===== config.mk =====
export PLATFORM = sky130hd
export DESIGN_NAME = hazard_scoreboard
export DESIGN_NICKNAME = d
export VERILOG_FILES = /design/src/rtl/hazard_scoreboard_pkg.sv /design/src/rtl/hazard_scoreboard_match.sv /design/src/rtl/hazard_scoreboard.sv
export SDC_FILE = /design/constraint.sdc
export NUM_CORES = 1
export LEC_CHECK = 0
export CAP_MARGIN = 30
export CORE_ASPECT_RATIO = 0.9
export CORE_MARGIN = 4
export CORE_UTILIZATION = 26
export DETAILED_ROUTE_END_ITERATION = 12
export GPL_TIMING_DRIVEN = 1
export PLACE_DENSITY = 0.56
export SYNTH_ARGS = -nofsm -noshare
export SYNTH_HDL_FRONTEND = slang
export SYNTH_HIERARCHICAL = 1
export SYNTH_SLANG_ARGS = --single-unit

===== constraint.sdc =====
create_clock -name clk -period 4.8 [get_ports clk]
set_input_delay 0.72 -clock clk [delete_from_list [all_inputs] [get_ports clk]]
set_output_delay 0.72 -clock clk [all_outputs]
set_load 0.02 [all_outputs]

===== src/rtl/hazard_scoreboard_pkg.sv =====
// Shared types and helpers for the register hazard scoreboard.
package hazard_scoreboard_pkg;

    // Widest register specifier an entry can hold; narrower specifiers are zero-extended.
    localparam int SB_MAX_REG_W = 16;

    // Largest supported number of tracked stages.
    localparam int SB_MAX_DEPTH = 8;

    // One in-flight destination: valid flag, destination specifier, late-result marker.
    typedef struct packed {
        logic                    valid;
        logic [SB_MAX_REG_W-1:0] dst;
        logic                    isLoad;
    } sbEntry_t;

    // Bits needed to name an entry index; at least one bit even for tiny depths.
    function automatic int idxWidth(input int depth);
        return (depth <= 2) ? 1 : $clog2(depth);
    endfunction

endpackage


===== src/rtl/hazard_scoreboard_match.sv =====
// Per-source comparator: checks one source specifier against every tracked
// entry and reports the youngest (lowest index) match.
module scoreboard_match
    import hazard_scoreboard_pkg::*;
#(
    parameter int REG_W   = 5,
    parameter int DEPTH   = 4,
    parameter int R0_ZERO = 1,
    parameter int IDX_W   = 2
) (
    input  sbEntry_t               entries [DEPTH],
    input  logic     [REG_W-1:0]   src,
    input  logic                   used,
    output logic                   hit,
    output logic     [IDX_W-1:0]   idx
);

    logic srcIsZeroReg;

    // Specifier 0 is a hardwired zero register when R0_ZERO is set; it never matches.
    always_comb begin
        srcIsZeroReg = (R0_ZERO != 0) && (src == '0);
    end

    // Scan oldest to youngest so the last assignment, the youngest match, wins.
    always_comb begin
        hit = 1'b0;
        idx = '0;
        if (used && !srcIsZeroReg) begin
            for (int i = DEPTH - 1; i >= 0; i--) begin
                if (entries[i].valid && (entries[i].dst == SB_MAX_REG_W'(src))) begin
                    hit = 1'b1;
                    idx = IDX_W'(i);
                end
            end
        end
    end

endmodule


===== src/rtl/hazard_scoreboard.sv =====
// Hazard scoreboard: a shift register of in-flight destination registers,
// with per-source forwarding lookup and load-use stall detection.
module hazard_scoreboard
    import hazard_scoreboard_pkg::*;
#(
    parameter int REG_W   = 5,
    parameter int DEPTH   = 4,
    parameter int NSRC    = 2,
    parameter int R0_ZERO = 1
) (
    input  logic                                clk,
    input  logic                                rst_n,
    input  logic                                issue_valid,
    input  logic                                issue_wr,
    input  logic                                issue_load,
    input  logic [REG_W-1:0]                    issue_dst,
    input  logic                                advance,
    input  logic                                flush,
    input  logic [NSRC*REG_W-1:0]               src_addr,
    input  logic [NSRC-1:0]                     src_used,
    output logic [NSRC-1:0]                     hit,
    output logic [NSRC*idxWidth(DEPTH)-1:0]     fwd_idx,
    output logic                                stall,
    output logic [$clog2(DEPTH+1)-1:0]          occupancy
);

    localparam int IDX_W = idxWidth(DEPTH);
    localparam int OCC_W = $clog2(DEPTH + 1);

    // Entry state, index 0 is the youngest. Only the valid bits are reset;
    // dst/isLoad are meaningless while their valid bit is clear.
    logic [DEPTH-1:0] entValid;
    logic [REG_W-1:0] entDst  [DEPTH];
    logic             entLoad [DEPTH];
    sbEntry_t         entView [DEPTH];

    logic             newValid;
    logic [OCC_W-1:0] occNext;

    // An issuing instruction is recorded only if it writes a real register and is not squashed.
    always_comb begin
        newValid = issue_valid && issue_wr && !flush
                   && !((R0_ZERO != 0) && (issue_dst == '0));
    end

    // Valid bits shift on advance (bubble on flush); without advance, flush kills only the youngest.
    always_ff @(posedge clk or negedge rst_n) begin
        if (!rst_n) begin
            entValid <= '0;
        end else if (advance) begin
            entValid <= {entValid[DEPTH-2:0], newValid};
        end else if (flush) begin
            entValid[0] <= 1'b0;
        end
    end

    // Payload shifts alongside the valid bits; issue inputs are captured only on advance.
    always_ff @(posedge clk) begin
        if (advance) begin
            entDst[0]  <= issue_dst;
            entLoad[0] <= issue_load;
            for (int i = 1; i < DEPTH; i++) begin
                entDst[i]  <= entDst[i-1];
                entLoad[i] <= entLoad[i-1];
            end
        end
    end

    // Incremental occupancy update: one entry may enter and one may leave per cycle.
    always_comb begin
        occNext = occupancy;
        if (advance) begin
            occNext = occupancy + OCC_W'(newValid) - OCC_W'(entValid[DEPTH-1]);
        end else if (flush && entValid[0]) begin
            occNext = occupancy - OCC_W'(1);
        end
    end

    // Registered valid-entry count, cleared together with the valid bits.
    always_ff @(posedge clk or negedge rst_n) begin
        if (!rst_n) begin
            occupancy <= '0;
        end else begin
            occupancy <= occNext;
        end
    end

    // Package-typed view of the entries for the comparators.
    always_comb begin
        for (int i = 0; i < DEPTH; i++) begin
            entView[i].valid  = entValid[i];
            entView[i].dst    = SB_MAX_REG_W'(entDst[i]);
            entView[i].isLoad = entLoad[i];
        end
    end

    for (genvar s = 0; s < NSRC; s++) begin : gSrc
        scoreboard_match #(
            .REG_W  (REG_W),
            .DEPTH  (DEPTH),
            .R0_ZERO(R0_ZERO),
            .IDX_W  (IDX_W)
        ) uMatch (
            .entries(entView),
            .src    (src_addr[s*REG_W +: REG_W]),
            .used   (src_used[s]),
            .hit    (hit[s]),
            .idx    (fwd_idx[s*IDX_W +: IDX_W])
        );
    end

    // Load-use hazard: a source needs the youngest entry and that entry is a load.
    always_comb begin
        stall = 1'b0;
        for (int s = 0; s < NSRC; s++) begin
            if (hit[s] && (fwd_idx[s*IDX_W +: IDX_W] == '0) && entLoad[0]) begin
                stall = 1'b1;
            end
        end
    end

endmodule


---- After elaboration in Yosys (flattened, before gate mapping) ----
Memories as Yosys holds them, arrays and structs flattened.
Cells that the tools add are included.
cells by class
  add/sub/neg operators ................... 3
  $mul .................................... 0
  divide/modulo/power cells ............... 0
  $lt $le $gt $ge ......................... 0
  equality and inequality tests ........... 8
  shift operators ......................... 0
  mux-type cells .......................... 28
  bitwise gates (word level) .............. 0
  reductions and logical operators ........ 29
operators by type and width
  cell                   count
  $eq A5 B5 Y1           8
  $mux W2                10
  $logic_and A1 B1 Y1    18
  $mux W1                16
  $logic_not A5 Y1       3
  $mux W3                2
  $logic_not A1 Y1       4
  $logic_not A2 Y1       2
  $reduce_bool A2 Y1     2
  $add A3 B1 Y3          1
  $sub A3 B1 Y3          1
  $sub A3 B1 Y3 const B  1
word-level totals
  bits in registers ....................... 7
  latch bits .............................. 0
  bits in writable memories ............... 24
  memory bits (read-only) ................. 0
  input bits .............................. 24
  output and inout bits ................... 10
  memories ................................ 2
memory list
  memory   words  bits a word  read ports  clocked after memory_dff  write ports  line                     source
  entDst   4      5            4           0                         4            hazard_scoreboard.sv:33  logic [REG_W-1:0] entDst [DEPTH];
  entLoad  4      1            3           0                         4            hazard_scoreboard.sv:34  logic entLoad [DEPTH];

---- Longest topological paths before layout ----
Gate-level depths: netlist of run 1.
An unclocked memory read counts as a cell.
  depth after elaboration ................. 13
  gate-level depth with buffers ........... 10
  mapped depth without buffers ............ 10

---- Cells and area by module ----
Netlist of run 1, hierarchy kept.
modules (own cells, without submodules)
  module             instances  cells each  area an instance (um^2)
  hazard_scoreboard  1          66          1147.4
  scoreboard_match   2          58          439.2

---- Worst setup path before layout of run 1 ----
OpenSTA, ideal clock, no wires.
  path kind ............................... input -> output
  start point ............................. in src_addr[6]
  end point ............................... out stall
  arrival time ............................ 2.487 ns
  setup slack ............................. 1.593 ns
  stages .................................. 8
  cells stage by stage .................... buf_6 xnor2_1 nand4_1 or4_1 nor2b_1 a21oi_2 a22oi_1 nor2b_1
between the ends
  elaborated cells between the ends (all ways) .. 25
RTL lines
  what                                  line                           source
  from (decl)                           hazard_scoreboard.sv:19        input logic [NSRC*REG_W-1:0] src_addr,
  $eq A5 B5 Y1                          hazard_scoreboard_match.sv:31  if (entries[i].valid && (entries[i].dst == SB_MAX_REG_W'(src))) begin
  $logic_and A1 B1 Y1                   hazard_scoreboard_match.sv:31
  $mux W1 (4 in a row)                  hazard_scoreboard_match.sv:31
  $mux W1 (*)                           hazard_scoreboard_match.sv:29  if (used && !srcIsZeroReg) begin
  named net hit[1]                      hazard_scoreboard.sv:21        output logic [NSRC-1:0] hit,
  $logic_and A1 B1 Y1 (*) (2 in a row)  hazard_scoreboard.sv:116       if (hit[s] && (fwd_idx[s*IDX_W +: IDX_W] == '0) && entLoad[0]) begin
  $mux W1 (*)                           hazard_scoreboard.sv:116
  to (decl)                             hazard_scoreboard.sv:23        output logic stall,
The timed path passes the listed nets; every way through them passes the cells marked *.

---- Final worst setup path of run 1 ----
  start point ............................. in src_addr[6]
  end point ............................... out stall
between the ends
  cells in the longest elaborated chain, start to end .. 11
  elaborated cells between the ends (all ways) .. 25
ends and longest elaborated chain
  what                                  line
  $eq A5 B5 Y1                          hazard_scoreboard_match.sv:31
  $logic_and A1 B1 Y1                   hazard_scoreboard_match.sv:31
  $mux W2 (4 in a row)                  hazard_scoreboard_match.sv:31
  $mux W2                               hazard_scoreboard_match.sv:29
  $logic_not A2 Y1                      hazard_scoreboard.sv:116
  $logic_and A1 B1 Y1 (*) (2 in a row)  hazard_scoreboard.sv:116
  $mux W1 (*)                           hazard_scoreboard.sv:116
Mark *: on every way between the ends. The rest lies on a longest branch, timed or not.

==> impl_metrics.json, run 1 <==
{
  "drc": 0,
  "cts_root_buf": "clkbuf_8",
  "slowest_delay_ps": 640,
  "hold_violations": 0,
  "antenna_left": 0,
  "cts.sink_count": 28,
  "final-max-slew-violation-count": 0,
  "hold_path_class": "reg -> reg",
  "nets": 322,
  "worstHoldStart": "occupancy[2]",
  "netlist_area_mm2": 0.00194,
  "crit_arrival_ps": 3380,
  "p_int_mw": 0.446,
  "syn_inst": 179,
  "ios": 34,
  "setup_slack_ps": 702,
  "htree_levels": 1,
  "start_util": 0.271,
  "syn2layout_area_growth_pct": 38.1,
  "p_leak_nw": 1.02,
  "seq_power_share": 0.493,
  "num-fill-cells": 735,
  "grt.met3_usage": 0.0232,
  "fin_cells": 386,
  "crit_chain": "clkdlybuf4s50_1 -> xnor2_1 -> nand4_1 -> or4_1 -> nor2b_1 -> nor3_2 -> nor2_1 -> a22oi_1 -> nor2b_1 -> clkdlybuf4s50_1",
  "final.period_utilization": 0.854,
  "grt_max_degree": 30,
  "power.switching_mw": 0.191,
  "fp.dieW_um": 99.0,
  "worstSetupPathType": "in -> out",
  "wl_um": 4120,
  "endpoint_kind": "output port",
  "fin_tns_setup_ps": 0,
  "wire_per_inst_um": 10.7,
  "finalWeightedCongestion": 0.800,
  "grtUsageMet2": 0.157,
  "place_inst": 382,
  "rsz0062_at_grt": "false",
  "ctsResizeCount": 0,
  "cts_made_buffers": 3,
  "status": "finished, final reports clean",
  "min_period_ps": 4100,
  "place_ws_ps": 675,
  "track_usage": 0.0962,
  "fmax_ghz": 0.244,
  "use_met1": 0.131,
  "rr_startpoint": "entValid[3]",
  "placed_area_mm2": 0.00263,
  "r2r_setup_slack_ps": 2920,
  "post_cts_buffers": 0,
  "setup_viol": 0,
  "worstHoldPathCells": 1,
  "reg2reg_depth": 7,
  "clkSlewWorstSetupHoldPaths_ps": 90,
  "coreArea_mm2": 0.00715,
  "grt_pass1_vias": 1419,
  "die_y_um": 89.9,
  "ir_worst_vdd_uv": 169,
  "postCtsHoldBufs": 0,
  "p_comb_frac": 0.292,
  "crit_fanout": 5,
  "vias_per_cell": 3.84,
  "syn_area_per_cell_um2": 10.8,
  "die_area_mm2": 0.00889,
  "gr-total-overflow": 0,
  "n_antenna_cell": 0,
  "worstSkewPairLatency_ps": 280,
  "antenna_found_initial": 0,
  "tritoncts": "yes",
  "powerDensity_mw_per_mm2": 238,
  "pwr-share-clk": 0.214,
  "drt-initial-drc-count": 73,
  "clock_skew_ps": 7.91,
  "swShare": 0.300,
  "ys_warn_count": 6,
  "reg2reg_to": "occupancy[2]",
  "drive_gt1_frac": 0.0614,
  "vias": 1481,
  "hold_end": "occupancy[2]",
  "cts_buffer_depth": 2,
  "start_kind": "input pin",
  "rows": 29,
  "cp.required_ps": 4080,
  "port_buffers": 33,
  "hpwl_um": 3420,
  "grt_pass1_wl_um": 6920,
  "grt-busiest-layer": "met2",
  "crit_slowest_cell": "clkdlybuf4s50_1",
  "max_cap_viol_count": 0,
  "design_area_mm2": 0.00267,
  "first_pass_iters": 4
}
-- worst max-delay path, delay by kind of cell --
family,cells,cell delay [ps]
simple gates,6,1140
buf+inv,2,1170
compound gates,1,190
xor+xnor,1,160
-- power groups by stage --
stage | Sequential (mW) | Combinational [mW] | Clock (mW)
after detailed placement | 0.320 | 0.188 | 0
after CTS | 0.315 | 0.188 | 0.144
final | 0.314 | 0.186 | 0.136
after global routing | 0.320 | 0.210 | 0.150
after global placement | 0.321 | 0.184 | 0
after floorplan | 0.331 | 0.110 | 0
-- layout make-up --
class / instances / area [um2] / area share
Multi-Input combinational cell: 222 / 1350 / 0.505
Clock buffer: 4 / 45.0 / 0.0168
Sequential cell: 28 / 806 / 0.301
Tap cell: 93 / 116 / 0.0435
Timing Repair Buffer: 34 / 338 / 0.126
Inverter: 5 / 18.8 / 0.00702
-- layout by cell type (no fill, tap or decap) --
cell type        instances
edfxtp_1                21
xor2_1                   6
or4_1                    5
clkdlybuf4s50_1         33
conb_1                  88
xnor2_1                 37
o21ai_0                  2
nand4b_1                 1
a21oi_2                  2
dfrtp_1                  7
mux2_2                   4
a22oi_1                  1
nor4_1                  14
nor2_2                   2
a21oi_1                  2
nand2_1                  6
mux2i_1                  1
clkbuf_8                 3
nor3_2                   2
fa_1                     1
o21ai_1                  2
buf_4                    1
clkbuf_1                 1
ha_1                     3
o41ai_1                  1
nor2b_1                  3
or3_1                    1
nor4b_1                  6
nor4_2                   2
nor4b_2                  2
or2_1                    2
nand4_1                 14
inv_1                    5
nor2_1                  12
-- sequential cells by signal (all words and copies together) (netlist names) --
signal,cells
entValid,4
entLoad,1
occupancy,3
entDst,20
-- worst max-delay path by stage --
stage	to	slack, ps	from	cells past startpoint
2_1_floorplan	stall	1590	src_addr[6]	8
3_3_place_gp	stall	670	src_addr[6]	10
3_5_place_dp	stall	670	src_addr[6]	10
4_1_cts	stall	670	src_addr[6]	10
5_1_grt	stall	560	src_addr[6]	10
6_report	stall	700	src_addr[6]	10
-- through the flow --
step	power, mW	util	hold slack (ps)
after CTS	0.647	0.374	478
after global placement	0.505	0.368	465
final	0.637	0.374	475
after detailed placement	0.508	0.368	459
after global routing	0.680	0.374	482
after floorplan	0.441	-	424
-- metal layers --
metal  wire length, um  vias to the layer above
li1                  -                      795
met1              2030                      652
met2              1840                       32
met3               227                        2
met4                19                        0
met5                 0                        -
(Power assumes the default switching activity.)
==> run 2, diff against run 1 <==
--- a/config.mk
+++ b/config.mk
@@ -5,13 +5,14 @@
 export SDC_FILE = /design/constraint.sdc
 export NUM_CORES = 1
 export LEC_CHECK = 0
+export ABC_AREA = 1
 export CAP_MARGIN = 30
 export CORE_ASPECT_RATIO = 0.9
 export CORE_MARGIN = 4
 export CORE_UTILIZATION = 26
 export DETAILED_ROUTE_END_ITERATION = 12
 export GPL_TIMING_DRIVEN = 1
-export PLACE_DENSITY = 0.56
+export PLACE_DENSITY = 0.55
 export SYNTH_ARGS = -nofsm -noshare
 export SYNTH_HDL_FRONTEND = slang
 export SYNTH_HIERARCHICAL = 1
==> impl_metrics.json, run 2 <==
{
  "crit_path_end": "stall",
  "setup_slack_ps": 1120,
  "reg.largest.list": "entDst x20, entValid x4, occupancy x3",
  "fin_tns_setup_ps": 0,
  "p_int_mw": 0.494,
  "critPathLaunch": "src_addr[4]",
  "pwr-share-clk": 0.269,
  "cp.required_ps": 4080,
  "die_area_mm2": 0.0115,
  "swShare": 0.314,
  "worstSetupPathType": "in -> out",
  "crit_path_frequent_cell": "nand2_1",
  "fmax_ghz": 0.271,
  "track_usage": 0.103,
  "port_buffers": 33,
  "grt_pass1_wl_um": 9620,
  "cts_root_buf": "clkbuf_8",
  "min_period_ps": 3680,
  "reg2reg_depth": 10,
  "start_util": 0.266,
  "post_cts_buffers": 0,
  "p_leak_nw": 1.70,
  "grt_max_degree": 32,
  "final.period_utilization": 0.767,
  "slowest_delay_ps": 780,
  "vias": 2378,
  "finalWeightedCongestion": 0.790,
  "powerDensity_mw_per_mm2": 212,
  "largest_register": "entDst",
  "max_cap_viol_count": 0,
  "nets": 565,
  "cts.sink_count": 28,
  "postCtsHoldBufs": 0,
  "syn_area_per_cell_um2": 6.12,
  "ir_worst_vdd_uv": 96.5,
  "place_ws_ps": 1090,
  "gr-total-overflow": 0,
  "layout_commonest_cell": "nand2_1",
  "fp.dieW_um": 113,
  "crit_slowest_cell": "clkdlybuf4s50_1",
  "wl_um": 5470,
  "ios": 34,
  "syn2layout_area_growth_pct": 32.7,
  "drc": 0,
  "seq_power_share": 0.434,
  "antenna_left": 0,
  "first_pass_iters": 4,
  "rr_startpoint": "entValid[3]",
  "die_y_um": 102,
  "antenna_found_initial": 0,
  "reg2reg_to": "occupancy[2]",
  "hpwl_um": 4670,
  "p_comb_frac": 0.297,
  "syn_inst": 418,
  "final-max-slew-violation-count": 0,
  "num-fill-cells": 1072,
  "n_antenna_cell": 0,
  "coreArea_mm2": 0.00961,
  "ctsResizeCount": 0,
  "cts_made_buffers": 3,
  "drt-initial-drc-count": 102,
  "status": "finished, final reports clean",
  "drive_gt1_frac": 0.0541,
  "clkSlewWorstSetupHoldPaths_ps": 100,
  "rsz0062_at_grt": "false",
  "final_cell_mix": "nand2_1 (162), conb_1 (88), inv_1 (83), nor2_1 (65), clkdlybuf4s50_1 (33)",
  "largest_register_ffs": 20,
  "clock_skew_ps": 4.73,
  "hold_path_class": "reg -> reg",
  "setup_viol": 0,
  "worstSkewPairLatency_ps": 280,
  "netlist_area_mm2": 0.00256,
  "wire_per_inst_um": 8.26,
  "rows": 34,
  "r2r_setup_slack_ps": 2910,
  "grt_pass1_vias": 2166,
  "vias_per_cell": 3.59,
  "endpoint_kind": "output port",
  "ys_warn_count": 6,
  "crit_fanout": 6,
  "start_kind": "input pin",
  "crit_chain": "clkdlybuf4s50_1 -> nand2_1 -> nand2_1 -> nand2_1 -> nor2_1 -> nand2_1 -> nand2_2 -> nor2_1 -> nor2_1 -> nand3_1 -> nand2_1 -> clkdlybuf4s50_1",
  "htree_levels": 1,
  "crit_arrival_ps": 2960,
  "cts_buffer_depth": 2,
  "power.switching_mw": 0.226,
  "hold_violations": 0,
  "tritoncts": "yes"
}
==> run 2: changes by cell type in the layout (fill, tap and decap cells not counted), moves of 12 or more <==
cell     change
nor4_1      -14
nor2_1      +53
nand4_1     -12
inv_1       +78
inv_2       +15
nand2_1    +156
xnor2_1     -19
==> run 2: power by group through the flow <==
stage | logic (mW) | clock network [mW] | registers, mW
5_1_grt | 0.252 | 0.210 | 0.318
3_3_place_gp | 0.208 | 0 | 0.318
2_1_floorplan | 0.139 | 0 | 0.323
3_5_place_dp | 0.214 | 0 | 0.318
4_1_cts | 0.215 | 0.200 | 0.313
6_report | 0.214 | 0.194 | 0.312
==> run 2: final cells by class <==
type | instances | area [um2] | area share
tap | 126 | 158 | 0.0464
clock inverter | 1 | 30.0 | 0.00885
inverter | 98 | 368 | 0.108
multi-input combinational | 372 | 1650 | 0.487
sequential | 28 | 806 | 0.237
clock buffer | 3 | 41.3 | 0.0122
timing repair buffer | 34 | 338 | 0.0995
==> run 2: worst min-delay path by stage <==
stage | startpoint | endpoint | slack, ps | cells past startpoint
floorplan | rst_n | entValid[0] | 420 | 0
global placement | entDst[2][4] | entDst[3][4] | 500 | 0
detailed placement | entDst[2][4] | entDst[3][4] | 510 | 0
CTS | entDst[2][4] | entDst[3][4] | 530 | 0
global route | entDst[2][3] | entDst[3][3] | 550 | 0
finish | entDst[2][4] | entDst[3][4] | 530 | 0
==> run 2: critical path: cells and delay by family <==
| kind | cells | cell delay, ps |
|---|---|---|
| simple gates | 10 | 880 |
| buf+inv | 2 | 1370 |
==> run 2: per-layer routing <==
layer | wire length [um] | vias to the layer above | GRT usage
li1 | - | 1355 | -
met1 | 2830 | 986 | 0.137
met2 | 2420 | 32 | 0.175
met3 | 160 | 5 | 0.0166
met4 | 61 | 0 | 0.0277
met5 | 0 | - | 0
==> run 2: metrics by stage <==
stage	hold WS, ps	cells	cell area, um2	total power [mW]	util
floorplan	424	505	2880	0.462	-
global placement	504	658	3320	0.526	0.346
detailed placement	507	658	3320	0.532	0.346
CTS	532	662	3390	0.728	0.353
global route	545	662	3390	0.780	0.353
finish	528	662	3390	0.720	0.353
==> run 3, diff against run 2 <==
==> constraint.sdc (replaced) <==
create_clock -name clk -period 3.4 [get_ports clk]
set_input_delay 0.51 -clock clk [delete_from_list [all_inputs] [get_ports clk]]
set_output_delay 0.51 -clock clk [all_outputs]
set_load 0.02 [all_outputs]
==> impl_metrics.json, run 3 (same netlist as run 2, synthesis figures left out) <==
{
  "setup_slack_ps": 234,
  "cts_buffer_depth": 2,
  "vias_per_cell": 3.56,
  "worstMarginPinSlew_ps": 784,
  "coreArea_mm2": 0.00961,
  "antenna_found_initial": 0,
  "setup_viol": 0,
  "hold_path_class": "in -> async",
  "crit_arrival_ps": 2660,
  "n_antenna_cell": 0,
  "fmax_ghz": 0.316,
  "worstSetupPathType": "in -> out",
  "fin_cells": 664,
  "fin_tns_setup_ps": 0,
  "max_cap_viol_count": 0,
  "crit_fanout": 6,
  "nets": 567,
  "num-fill-cells": 1076,
  "place_ws_ps": 126,
  "finalWeightedCongestion": 0.828,
  "drt-initial-drc-count": 78,
  "antenna_left": 0,
  "layout_commonest_cell": "nand2_1",
  "wl_um": 5610,
  "grt_pass1_wl_um": 9680,
  "power_mw": 0.933,
  "hpwl_um": 4850,
  "port_buffers": 33,
  "cts_root_buf": "clkbuf_8",
  "gr-total-overflow": 0,
  "ir_worst_vdd_uv": 176,
  "top_layer": "met4",
  "wire_per_inst_um": 8.45,
  "min_period_ps": 3170,
  "start_util": 0.266,
  "reg.largest.list": "entDst x20, entValid x4, occupancy x3",
  "start_kind": "input pin",
  "largest_register_ffs": 20,
  "track_usage": 0.105,
  "grt_max_degree": 17,
  "drive_gt1_frac": 0.0558,
  "p_leak_nw": 1.72,
  "final_cell_mix": "nand2_1 (162), conb_1 (88), inv_1 (83), nor2_1 (65), clkdlybuf4s50_1 (31)",
  "whs_ps": 490,
  "final_util": 0.352,
  "endpoint_kind": "output port",
  "fp.dieW_um": 113,
  "placed_area_mm2": 0.00334,
  "final.period_utilization": 0.931,
  "cts.sink_count": 28,
  "htree_levels": 1,
  "first_pass_iters": 4,
  "cts_made_buffers": 3,
  "clock_skew_ps": 1.79,
  "grt_pass1_vias": 2192,
  "cp.required_ps": 2890,
  "ios": 34,
  "place_inst": 660,
  "largest_register": "entDst",
  "die_y_um": 102,
  "final-max-slew-violation-count": 0,
  "rsz0062_at_grt": "false",
  "design_area_mm2": 0.00339,
  "rows": 34,
  "status": "finished, final reports clean",
  "post_cts_buffers": 0,
  "vias": 2363,
  "tritoncts": "yes",
  "postCtsHoldBufs": 0,
  "syn2layout_area_growth_pct": 32.5,
  "die_area_mm2": 0.0115,
  "routed-wl-met2_um": 2480,
  "worstSkewPairLatency_ps": 280,
  "hold_violations": 0,
  "drc": 0,
  "wl_met3_um": 181,
  "wl_met1_um": 2850,
  "powerDensity_mw_per_mm2": 275,
  "clkSlewWorstSetupHoldPaths_ps": 100,
  "max_slew_margin": 0.476
}
-- run 3: cell type report --
cell class                      count  area (um2)  area share
Multi-Input combinational cell    372        1650       0.488
Sequential cell                    28         806       0.238
Inverter                           98         368       0.109
Timing Repair Buffer               36         358       0.106
Tap cell                          126         158      0.0465
Clock buffer                        3        41.3      0.0122
Clock inverter                      1        3.75     0.00111
-- run 3: final timing paths --
path                                    from            to  slack [ps]  cells after the start
min in group clk                entDst[2][0]  entDst[3][0]         530                      0
max in group asynchronous              rst_n   entValid[2]        2660                      1
worst min-delay path                   rst_n  occupancy[2]         490                      1
worst max register to register   entValid[3]  occupancy[2]        1540                     10
worst min register to register  entDst[2][0]  entDst[3][0]         530                      0
worst max-delay path             src_addr[8]         stall         230                     14
-- run 3: metal layers --
| metal | up-vias | GRT usage |
|---|---|---|
| met5 | - | 0 |
| met1 | 969 | 0.138 |
| met4 | 0 | 0.0388 |
| met2 | 30 | 0.175 |
| li1 | 1357 | - |
| met3 | 7 | 0.0154 |
-- run 3: report_power, final --
group	switching, mW	internal (mW)	total [mW]
Clock	0.110	0.0815	0.191
Sequential	0.0365	0.404	0.441
Combinational	0.165	0.136	0.301
Total	0.312	0.622	0.933
-- run 3: critical path: stages --
cell,delay (ps)
clkdlybuf4s50_1,650
inv_2,80
nand2_1,70
nand2_1,60
inv_2,50
nand2_1,40
nor2_1,130
nand2_1,70
nand2_1,70
nor2_1,40
nor2_1,140
nand3_1,90
nand2_1,60
clkdlybuf4s50_1,590
-- run 3: what timing repair did --
| item | in CTS | in global routing |
|---|---|---|
| hold endpoints to repair | 0 | 0 |
| setup endpoints to repair | 0 | 1 |
| gates resized for setup | 0 | 2 |
